<file path="src/rtl/mem_serial_pkg.sv">
// Shared definitions for the byte-serial MEM stage.
// State encodings, RV32I opcode/funct3 codes, bus types and size helper.
package mem_serial_pkg;

    localparam logic [1:0] MEM_IDLE = 2'd0;
    localparam logic [1:0] MEM_BUSY = 2'd1;
    localparam logic [1:0] MEM_DONE = 2'd2;

    localparam logic [6:0] OP_LOAD  = 7'b0000011;
    localparam logic [6:0] OP_STORE = 7'b0100011;
    localparam logic [6:0] OP_OP    = 7'b0110011;

    localparam logic [2:0] FUNCT3_LB  = 3'b000;
    localparam logic [2:0] FUNCT3_LH  = 3'b001;
    localparam logic [2:0] FUNCT3_LW  = 3'b010;
    localparam logic [2:0] FUNCT3_LBU = 3'b100;
    localparam logic [2:0] FUNCT3_LHU = 3'b101;
    localparam logic [2:0] FUNCT3_SB  = 3'b000;
    localparam logic [2:0] FUNCT3_SH  = 3'b001;
    localparam logic [2:0] FUNCT3_SW  = 3'b010;

    typedef logic [7:0]  byte_bus_t;
    typedef logic [31:0] mem_addr_bus_t;
    typedef logic [31:0] word_t;

    typedef struct packed {
        logic       store;
        logic [2:0] func3;
        word_t      sdata;
        logic [1:0] last;
    } mem_op_t;

    // Index of the final byte (N-1); unknown sizes run as words.
    function automatic logic [1:0] last_idx(input logic [2:0] f3);
        logic [1:0] r;
        r = 2'd3;
        unique case (1'b1)
            (f3 == FUNCT3_LB || f3 == FUNCT3_LBU): r = 2'd0;
            (f3 == FUNCT3_LH || f3 == FUNCT3_LHU): r = 2'd1;
            default:                               r = 2'd3;
        endcase
        return r;
    endfunction

endpackage

</file>
<file path="src/rtl/mem_serial_load_ext.sv">
// Load result extension: sign/zero-extends the assembled byte buffer.
// Ports: func3 (access type), buffer (assembled bytes), ext (writeback).
module load_ext
    import mem_serial_pkg::*;
(
    input  logic [2:0] func3,
    input  word_t      buffer,
    output word_t      ext
);

    always_comb begin
        ext = buffer;
        unique case (1'b1)
            (func3 == FUNCT3_LB):  ext = {{24{buffer[7]}}, buffer[7:0]};
            (func3 == FUNCT3_LH):  ext = {{16{buffer[15]}}, buffer[15:0]};
            (func3 == FUNCT3_LBU): ext = {24'd0, buffer[7:0]};
            (func3 == FUNCT3_LHU): ext = {16'd0, buffer[15:0]};
            default:               ext = buffer;
        endcase
    end

endmodule

</file>
<file path="src/rtl/mem_serial.sv">
// MEM stage: ALU passthrough plus byte-serial little-endian loads/stores.
// Ports: EX/MEM inputs, MEM/WB outputs, stallreq, 8-bit req/ack memory port.
module mem_serial
    import mem_serial_pkg::*;
#(
    parameter int ADDR_W = 32
) (
    input  logic              clk,
    input  logic              rst,
    input  logic [4:0]        wd_i,
    input  logic              wreg_i,
    input  logic [31:0]       wdata_i,
    input  logic [6:0]        opcode_i,
    input  logic [2:0]        func3_i,
    input  logic [31:0]       mem_addr_i,
    input  logic [31:0]       reg2_i,
    output logic [4:0]        wd_o,
    output logic              wreg_o,
    output logic [31:0]       wdata_o,
    output logic              stallreq,
    output logic              mem_req_o,
    output logic              mem_we_o,
    output logic [ADDR_W-1:0] mem_addr_o,
    output logic [7:0]        mem_wdata_o,
    input  logic [7:0]        mem_rdata_i,
    input  logic              mem_ack_i
);

    logic [1:0]        state;
    logic [1:0]        k;
    word_t             buf_q;
    mem_op_t           op_q;
    logic [ADDR_W-1:0] base_q;
    logic              is_mem;
    word_t             ext;

    assign is_mem = (opcode_i == OP_LOAD) || (opcode_i == OP_STORE);

    load_ext u_ext (
        .func3  (op_q.func3),
        .buffer (buf_q),
        .ext    (ext)
    );

    always_ff @(posedge clk or negedge rst) begin
        if (!rst) begin
            state  <= MEM_IDLE;
            k      <= 2'd0;
            buf_q  <= '0;
            op_q   <= '0;
            base_q <= '0;
        end else begin
            case (state)
                MEM_IDLE: begin
                    if (is_mem) begin
                        op_q.store <= (opcode_i == OP_STORE);
                        op_q.func3 <= func3_i;
                        op_q.sdata <= reg2_i;
                        op_q.last  <= last_idx(func3_i);
                        base_q     <= mem_addr_i[ADDR_W-1:0];
                        k          <= 2'd0;
                        buf_q      <= '0;
                        state      <= MEM_BUSY;
                    end
                end
                MEM_BUSY: begin
                    if (mem_ack_i) begin
                        if (!op_q.store)
                            buf_q[{k, 3'b000} +: 8] <= mem_rdata_i;
                        if (k == op_q.last)
                            state <= MEM_DONE;
                        else
                            k <= k + 2'd1;
                    end
                end
                MEM_DONE: state <= MEM_IDLE;
                default:  state <= MEM_IDLE;
            endcase
        end
    end

    // rst gates the combinational paths so reset forces every output to 0
    always_comb begin
        wd_o        = 5'd0;
        wreg_o      = 1'b0;
        wdata_o     = 32'd0;
        stallreq    = 1'b0;
        mem_req_o   = 1'b0;
        mem_we_o    = 1'b0;
        mem_addr_o  = '0;
        mem_wdata_o = 8'd0;
        if (rst) begin
            case (state)
                MEM_IDLE: begin
                    wd_o     = wd_i;
                    wdata_o  = wdata_i;
                    wreg_o   = is_mem ? 1'b0 : wreg_i;
                    stallreq = is_mem;
                end
                MEM_BUSY: begin
                    wd_o        = wd_i;
                    wdata_o     = wdata_i;
                    stallreq    = 1'b1;
                    mem_req_o   = 1'b1;
                    mem_we_o    = op_q.store;
                    mem_addr_o  = base_q + {{(ADDR_W-2){1'b0}}, k};
                    mem_wdata_o = op_q.sdata[{k, 3'b000} +: 8];
                end
                MEM_DONE: begin
                    wd_o = wd_i;
                    if (!op_q.store) begin
                        wreg_o  = wreg_i;
                        wdata_o = ext;
                    end
                end
                default: begin
                    wd_o = 5'd0;
                end
            endcase
        end
    end

endmodule

</file>
<file path="config.mk">
export PLATFORM = sky130hd
export DESIGN_NAME = mem_serial
export DESIGN_NICKNAME = d
export VERILOG_FILES = /design/src/rtl/mem_serial_pkg.sv /design/src/rtl/mem_serial_load_ext.sv /design/src/rtl/mem_serial.sv
export SDC_FILE = /design/constraint.sdc
export NUM_CORES = 1
export LEC_CHECK = 0
export ABC_CLOCK_PERIOD_IN_PS = 5800
export CELL_PAD_IN_SITES_DETAIL_PLACEMENT = 2
export CELL_PAD_IN_SITES_GLOBAL_PLACEMENT = 2
export CORE_MARGIN = 4
export CORE_UTILIZATION = 30
export DETAILED_ROUTE_END_ITERATION = 10
export HOLD_SLACK_MARGIN = 0.1
export PLACE_DENSITY_LB_ADDON = 0.05
export SKIP_CTS_REPAIR_TIMING = 1
export SYNTH_ARGS = -nofsm -noshare
export SYNTH_HDL_FRONTEND = slang
export SYNTH_SLANG_ARGS = --single-unit
</file>
<file path="constraint.sdc">
create_clock -name clk -period 5.8 [get_ports clk]
set_input_delay 1.16 -clock clk [delete_from_list [all_inputs] [get_ports clk]]
set_output_delay 1.16 -clock clk [all_outputs]
set_load 0.005 [all_outputs]
</file>
==> results of run 1 <==
## placed cells by master (no fill, tap or decap), types with 13 or more instances in the layout
master	count
mux2i_1	40
a21oi_1	15
nand2_1	87
or4_1	13
inv_1	40
mux2_2	63
a22o_1	18
o21ai_0	36
dfrtp_1	106
clkdlybuf4s50_1	202
nor2_1	33
## cells by family after synthesis
kind of cell | Yosys count | share of synthesized area [%]
simple gates | 215 | 18.6
mux | 111 | 20.8
flops | 106 | 42.8
compound gates | 87 | 9.45
buf+inv | 76 | 4.93
xor+xnor | 13 | 1.84
fa+ha+maj | 7 | 1.53
## state kept, by name, summed over array words and instances (netlist names)
register and cells:
buf_q 32, op_q 38, state 2, base_q 32
k 2
## cell type report
| class | count | share of cell area, % |
|---|---|---|
| diodes | 1 | 0.0285 |
| clock buffers | 11 | 2.76 |
| clock inverters | 5 | 0.498 |
| inverters | 42 | 1.79 |
| multi-input cells | 433 | 37.1 |
| flip-flops and latches | 106 | 30.2 |
| well taps | 270 | 3.84 |
| repair buffers | 211 | 23.8 |
## metrics by stage
stage          cells  util, %  setup slack [ns]  hold WS (ns)
2_1_floorplan    615        -              2.43         0.475
3_3_place_gp    1062     41.9              1.52         0.485
3_5_place_dp    1062     41.9              1.47         0.500
4_1_cts         1078     43.3              1.10         0.519
5_1_grt         1079     43.3             0.943         0.533
6_report        1079     43.3              1.14         0.515
## power by group
group          internal (mW)  total [mW]  switching (mW)
clock network          0.311       0.610           0.299
logic                  0.554        1.02           0.468
registers              0.996        1.26           0.266
total                   1.86        2.89            1.03
## worst max-delay path by stage
stage                endpoint  cells past startpoint
6_report       mem_addr_o[23]                      6
4_1_cts        mem_addr_o[23]                      6
5_1_grt        mem_addr_o[31]                      6
3_5_place_dp   mem_addr_o[23]                      6
2_1_floorplan  mem_addr_o[28]                      7
3_3_place_gp         stallreq                      6
## routing by layer
layer  vias to the layer above  wire length (microns)
met5                         -                     22
met4                         4                    244
met3                        17                   1120
met2                       122                  10300
met1                      2731                   8930
li1                       2533                      -
## worst reg2reg max path, cell delays in order (launching register included)
cell	delay [ns]
dfrtp_1	0.84
inv_1	0.20
ha_1	0.42
nand2b_1	0.11
nor3_1	0.76
nand2_1	0.16
mux2i_1	0.18
==> run summary, run 1 <==
The slowest library cell on the worst path was dfrtp_1. Endpoint of the worst register-to-register path: buf_q[14]$_DFFE_PN0P_. Setup repair after global routing left no endpoint under its margin.

The final-layout fill cell count came out at 2188. The flow ran to the end, and the final reports show no timing, DRC or antenna violations. The logs give 32.4% for the worst-case headroom to the max-slew limit and 5407 for the via count. By instance count, the leading cell after synthesis is dfrtp_1. The final number of max-transition violations was 0; the number of register bits inferred by synthesis was 106.

For the via count of the first global-routing pass, the log shows 6146. The vertical extent of the die works out to 152 microns. The clock root buffer was clkbuf_16. The count of nets left with antenna violations once routing finished came out at 0. The die covers 23000 sq um. For the top-level port count, the log shows 204. The run gives 4 as the first-pass detailed-route iteration total.

The count of buffers added on input and output ports is 203. The run gives 0 as the max capacitance violation total. The signal on the critical path passes through ha_1 > a21oi_1 > or3_1 > or4_1 > a21oi_1 > clkdlybuf4s50_1. The setup-violating endpoint count in the final report was 0; the total congestion overflow was 0. Power spread over the standard cell area amounts to 329 nW/um^2. Summed over all nets, the half-perimeter wirelength after detailed placement is 15.5 mm. TritonCTS built the clock tree.

The number of nets handed over by synthesis was 745. IR analysis of the VDD net gives a maximum drop of 166 uV. The tools report the final setup skew as 0.00888 ns.

The largest net degree at the start of global routing was 77; the CTS sink count was 106. The post-route DRC violation count was 0. The met3 layer usage reported by global route was 4.61%.

Mean area per synthesized cell: 10.1 sq um. At the pin with the least slew margin, the transition time is 1.01 ns. The detailed-route vias per instance came out at 5.01.

The tools report the startpoint of the worst-slack reg-to-reg timing path as k[1]$_DFFE_PN0P_. At the worst endpoint, the required time is 4.64 ns. The number of endpoints with negative hold slack in the final report was 0. Cells with a size suffix above 1 make up 13.9% of the layout. The design draws 2.89 mW.

The tools report the final RePlAce weighted congestion as 0.794. Counting instances in the post-synthesis netlist gives the leading cell types as 106 x dfrtp_1, 87 x nand2_1, 63 x mux2_2. The clock network latency to the later pin of the worst-skew pair was 0.35 ns; the leakage power was 3.47 nW. For the count of warnings emitted by yosys, the log shows 0.

In this run the most critical hold path is launched from op_q[15]$_DFFE_PN0P_. The worst setup path is of the flop to output pin kind. For the worst setup path, the data arrival time is 3.50 ns. The synthesized design spends more area on one cell type than any other, namely dfrtp_1. For flop-to-flop paths, the worst setup slack is 3.07 ns.

The growth of design area from synthesis to finish was 41.8%. The run gives 32.8 mm as the wire length of the first global-routing pass. The share of the cycle needed by the critical path after routing was 80.4%. The worst hold path belongs to the class flop to flop. The core outline area was 20300 sq um; the portion of synthesized cell area occupied by the leading cell type was 42.8%. The starting density of the core was 30.5%. The tools report the aggregate negative setup slack as 0 ns.

Summing all flip-flop and latch instances after layout gives 2650 sq um. By area the synthesized netlist is led by dfrtp_1 43%, mux2_2 11%, mux2i_1 6.5%, nand2_1 5.3%, o21ai_0 2.9%. For the worst flop-to-flop path, the logic depth is 6. The kind of capture point of the worst setup path was an output pin. Cell count after synthesis: 615.

The most used flip-flop cell after synthesis is dfrtp_1. In the final layout, the multi-input gates occupy 3260 sq um. The family of cells with the greatest summed delay on the critical path is simple AND/OR/NAND/NOR gates. Based on the critical path, the design can be clocked at up to 214 MHz. The floorplan has 52 rows. The shortest period the worst path allows is 4.66 ns.

The depth of the worst hold-timing path is 1. met2 is the most crowded layer. The clock passes through at most 2 buffers. The number of antenna violations at the first check in global routing is 3, and the average detailed-routed wire length per instance is 19.1 microns. For met1 alone, demand over resource in global routing was 21.9%. Clock tree synthesis inserted a total of 9 buffers. For hold timing, the worst endpoint is op_q[15]$_DFFE_PN0P_. Counting distinct cell types in the post-synthesis netlist gives 44.

Clock-pin slew on the worst setup and hold paths: 0.08 ns. The cell seen most often among critical-path stages is a21oi_1. Once placement finished, the instance area stood at 8500 sq um. On the worst path, the slowest cell contributes a delay of 0.67 ns. The number of violations reported at the end of detailed-routing iteration 0 is 144, and the die extent in x is 152 microns. The met2 layer usage reported by global route was 32.3%. The number of buffers and inverters on the critical path works out to 1. The number of flops mapped to enable cells by yosys was 0.

The run gives 18.1% as the total routing resource utilization after global routing. The fraction of registers with async set/reset works out to 100%. Along the worst path, the maximum fanout reaches 17. The kind of launch point of the worst setup path is a flop.

In this run the cell area of the synthesized design comes to 6200 sq um. The H-tree was split into 3 levels. The portion of the post-synthesis area used by sequential elements came out at 42.8%. The net count of the finished layout is 933. Final non-filler cell area: 8790 sq um. The total routed wirelength was 20.6 mm.

Worst setup path startpoint: k[1]$_DFFE_PN0P_.
Power figures use the tool's default switching activity.
==> run 2, diff against run 1 <==
--- a/config.mk
+++ b/config.mk
@@ -5,11 +5,11 @@
 export SDC_FILE = /design/constraint.sdc
 export NUM_CORES = 1
 export LEC_CHECK = 0
-export ABC_CLOCK_PERIOD_IN_PS = 5800
+export ABC_CLOCK_PERIOD_IN_PS = 4500
 export CELL_PAD_IN_SITES_DETAIL_PLACEMENT = 2
 export CELL_PAD_IN_SITES_GLOBAL_PLACEMENT = 2
 export CORE_MARGIN = 4
-export CORE_UTILIZATION = 30
+export CORE_UTILIZATION = 28
 export DETAILED_ROUTE_END_ITERATION = 10
 export HOLD_SLACK_MARGIN = 0.1
 export PLACE_DENSITY_LB_ADDON = 0.05
==> constraint.sdc (replaced) <==
create_clock -name clk -period 4.5 [get_ports clk]
set_input_delay 0.9 -clock clk [delete_from_list [all_inputs] [get_ports clk]]
set_output_delay 0.9 -clock clk [all_outputs]
set_load 0.005 [all_outputs]
==> run summary, run 2 (same netlist as run 1, synthesis figures left out) <==
The first-pass detailed-route iteration total is 4, and the setup-violating endpoint count in the final report is 0. The remaining antenna violation count came out at 0. For this design, the sink count on the clock tree is 106.

The via count is 5439, and the fraction of layout cells with a size suffix above 1 is 14.1%. Counting flops per register, the top entry is op_q. Data on the critical path arrives at its endpoint at 3.20 ns.

The run gives 0.35 ns as the clock network latency to the later pin of the worst-skew pair. During I/O placement, the number of pins put on the boundary was 204. The tools report the number of CTS-inserted buffers as 9.

The congestion estimate from routability-driven global placement came to 0.793. The floorplan step set the die height to 157 microns. The number of input and output port buffers inserted came out at 203.

Number of nets in the layout: 936. The number of flip-flops under the largest register name was 38. Commonest non-fill, non-tap cell in the layout: clkdlybuf4s50_1. The detailed-route vias per instance works out to 4.98. The number of placed instances, taps included, is 1075. The number of endpoints with negative hold slack in the final report was 0; the average detailed-routed wire length per instance was 19.2 microns. The floorplan has 54 rows. The signal on the critical path passes through and4_1 > nand3_1 > or4_1 > a21oi_1 > clkdlybuf4s50_1. The clock-pin slew on the worst setup and hold paths is 0.07 ns, and the count of placed standard cells in the final layout, fillers left out is 1092.

The final number of max-transition violations was 0; the total congestion overflow was 0. The peak supply drop was 199 uV; the worst-path maximum fanout was 22. The level count of the clock H-tree was 3.

The flow ran to the end, and the final reports show no timing, DRC or antenna violations. The largest registers in the layout are op_q: 38 flops, base_q: 32 flops, buf_q: 32 flops. The longest individual stage delay on the worst path is 0.70 ns. The smallest clock period supported by the final layout is computed as 4.10 ns.

Dividing the final minimum period by the clock period gives 91.2%. The logs give 0 ns for the aggregate negative setup slack and 6068 for the via count of the first global-routing pass. For the number of antenna violations at the first check in global routing, the log shows 3. Based on the critical path, the design can be clocked at up to 244 MHz.

For the wire length of the first global-routing pass, the log shows 33.7 mm. The slowest library cell on the worst path is or4_1. The worst pin sits at a relative slew slack of 34.8%. The clock passes through at most 2 buffers. The core outline area came out at 21800 sq um. In the layout the commonest cells are 202 x clkdlybuf4s50_1, 106 x dfrtp_1, 87 x nand2_1, 63 x mux2_2.

TritonCTS built the clock tree. For this run, the share of the core covered by cells in the final layout is 40.4%. After detailed routing, the number of remaining DRC violations is 0.

At the worst endpoint, the required time is 3.60 ns. The worst setup path is launched from a flop. The kind of capture point of the worst setup path was an output pin. Area enclosed by the die boundary: 24600 sq um. Starting density of the core: 28.4%.

The worst setup path is of the flop to output pin kind. The cell sitting at the root of the clock tree is a clkbuf_16. The die extent in x is 157 microns. Across the run, the number of max-cap violations was 0. Worst min-delay path class: flop to flop. The detailed placer's ending HPWL is 16.2 mm, and the number of violations reported at the end of detailed-routing iteration 0 is 146. For the pin with the worst max-slew slack, the measured transition is 0.971 ns. In this run the power density over the cells is 427 nW/um^2.

The total routed wirelength was 21.0 mm; the growth of design area from synthesis to finish was 42.4%. The logs give 17.2% for the total routing resource utilization after global routing and 65 for the largest net degree at the start of global routing. For the final database, setup skew stands at 0.0103 ns. The leakage power came out at 3.48 nW.

Setup repair after global routing left no endpoint under its margin.
run 2: per-layer routing:
layer	routed length [microns]	vias up	GRT usage, %
li1	-	2536	-
met1	9120	2740	21.6
met2	10000	135	28.9
met3	1420	24	5.01
met4	363	4	4.63
met5	22	-	0
run 2: worst max-delay path, delay by kind of cell, from the launching register on:
family          cells  cell delay (ns)
compound gates      1             0.21
flops               1             0.47
simple gates        3             1.61
buf+inv             1             0.55
run 2: power breakdown:
| group | total (mW) | switching [mW] | leakage (nW) | internal (mW) |
|---|---|---|---|---|
| combinational | 1.40 | 0.677 | 2.01 | 0.726 |
| clock | 0.801 | 0.370 | 0.136 | 0.431 |
| sequential | 1.57 | 0.280 | 1.34 | 1.29 |
| total | 3.77 | 1.33 | 3.48 | 2.44 |
run 2: path summary, 6_finish.rpt:
path	cells past startpoint	start	end	slack, ns
worst min register to register	1	op_q[9]$_DFFE_PN0P_	op_q[9]$_DFFE_PN0P_	0.51
min in group asynchronous	2	rst	state[1]$_DFFE_PN0P_	0.68
worst max register to register	7	k[0]$_DFFE_PN0P_	buf_q[12]$_DFFE_PN0P_	1.97
worst max-delay path	5	base_q[7]$_DFFE_PN0P_	mem_addr_o[26]	0.40
max in group asynchronous	2	rst	buf_q[13]$_DFFE_PN0P_	3.18
worst min-delay path	1	op_q[9]$_DFFE_PN0P_	op_q[9]$_DFFE_PN0P_	0.51
run 2: area by class of cell:
cell class	count	area [sq um]
Antenna cell	1	2.50
Clock buffer	11	233
Clock inverter	5	55.1
Fill cell	2317	13000
Inverter	42	158
Multi-Input combinational cell	433	3260
Sequential cell	106	2650
Tap cell	280	350
Timing Repair Buffer	214	2110
run 2: per-stage QoR:
step / power (mW) / hold slack [ns] / worst slack [ns] / cell area, sq um
detailed placement: 3.03 / 0.496 / 0.743 / 8530
finish: 3.77 / 0.509 / 0.397 / 8820
CTS: 3.86 / 0.513 / 0.372 / 8820
global placement: 2.94 / 0.487 / 0.751 / 8530
global route: 4.09 / 0.526 / 0.174 / 8820
floorplan: 2.36 / 0.475 / 1.65 / 6200
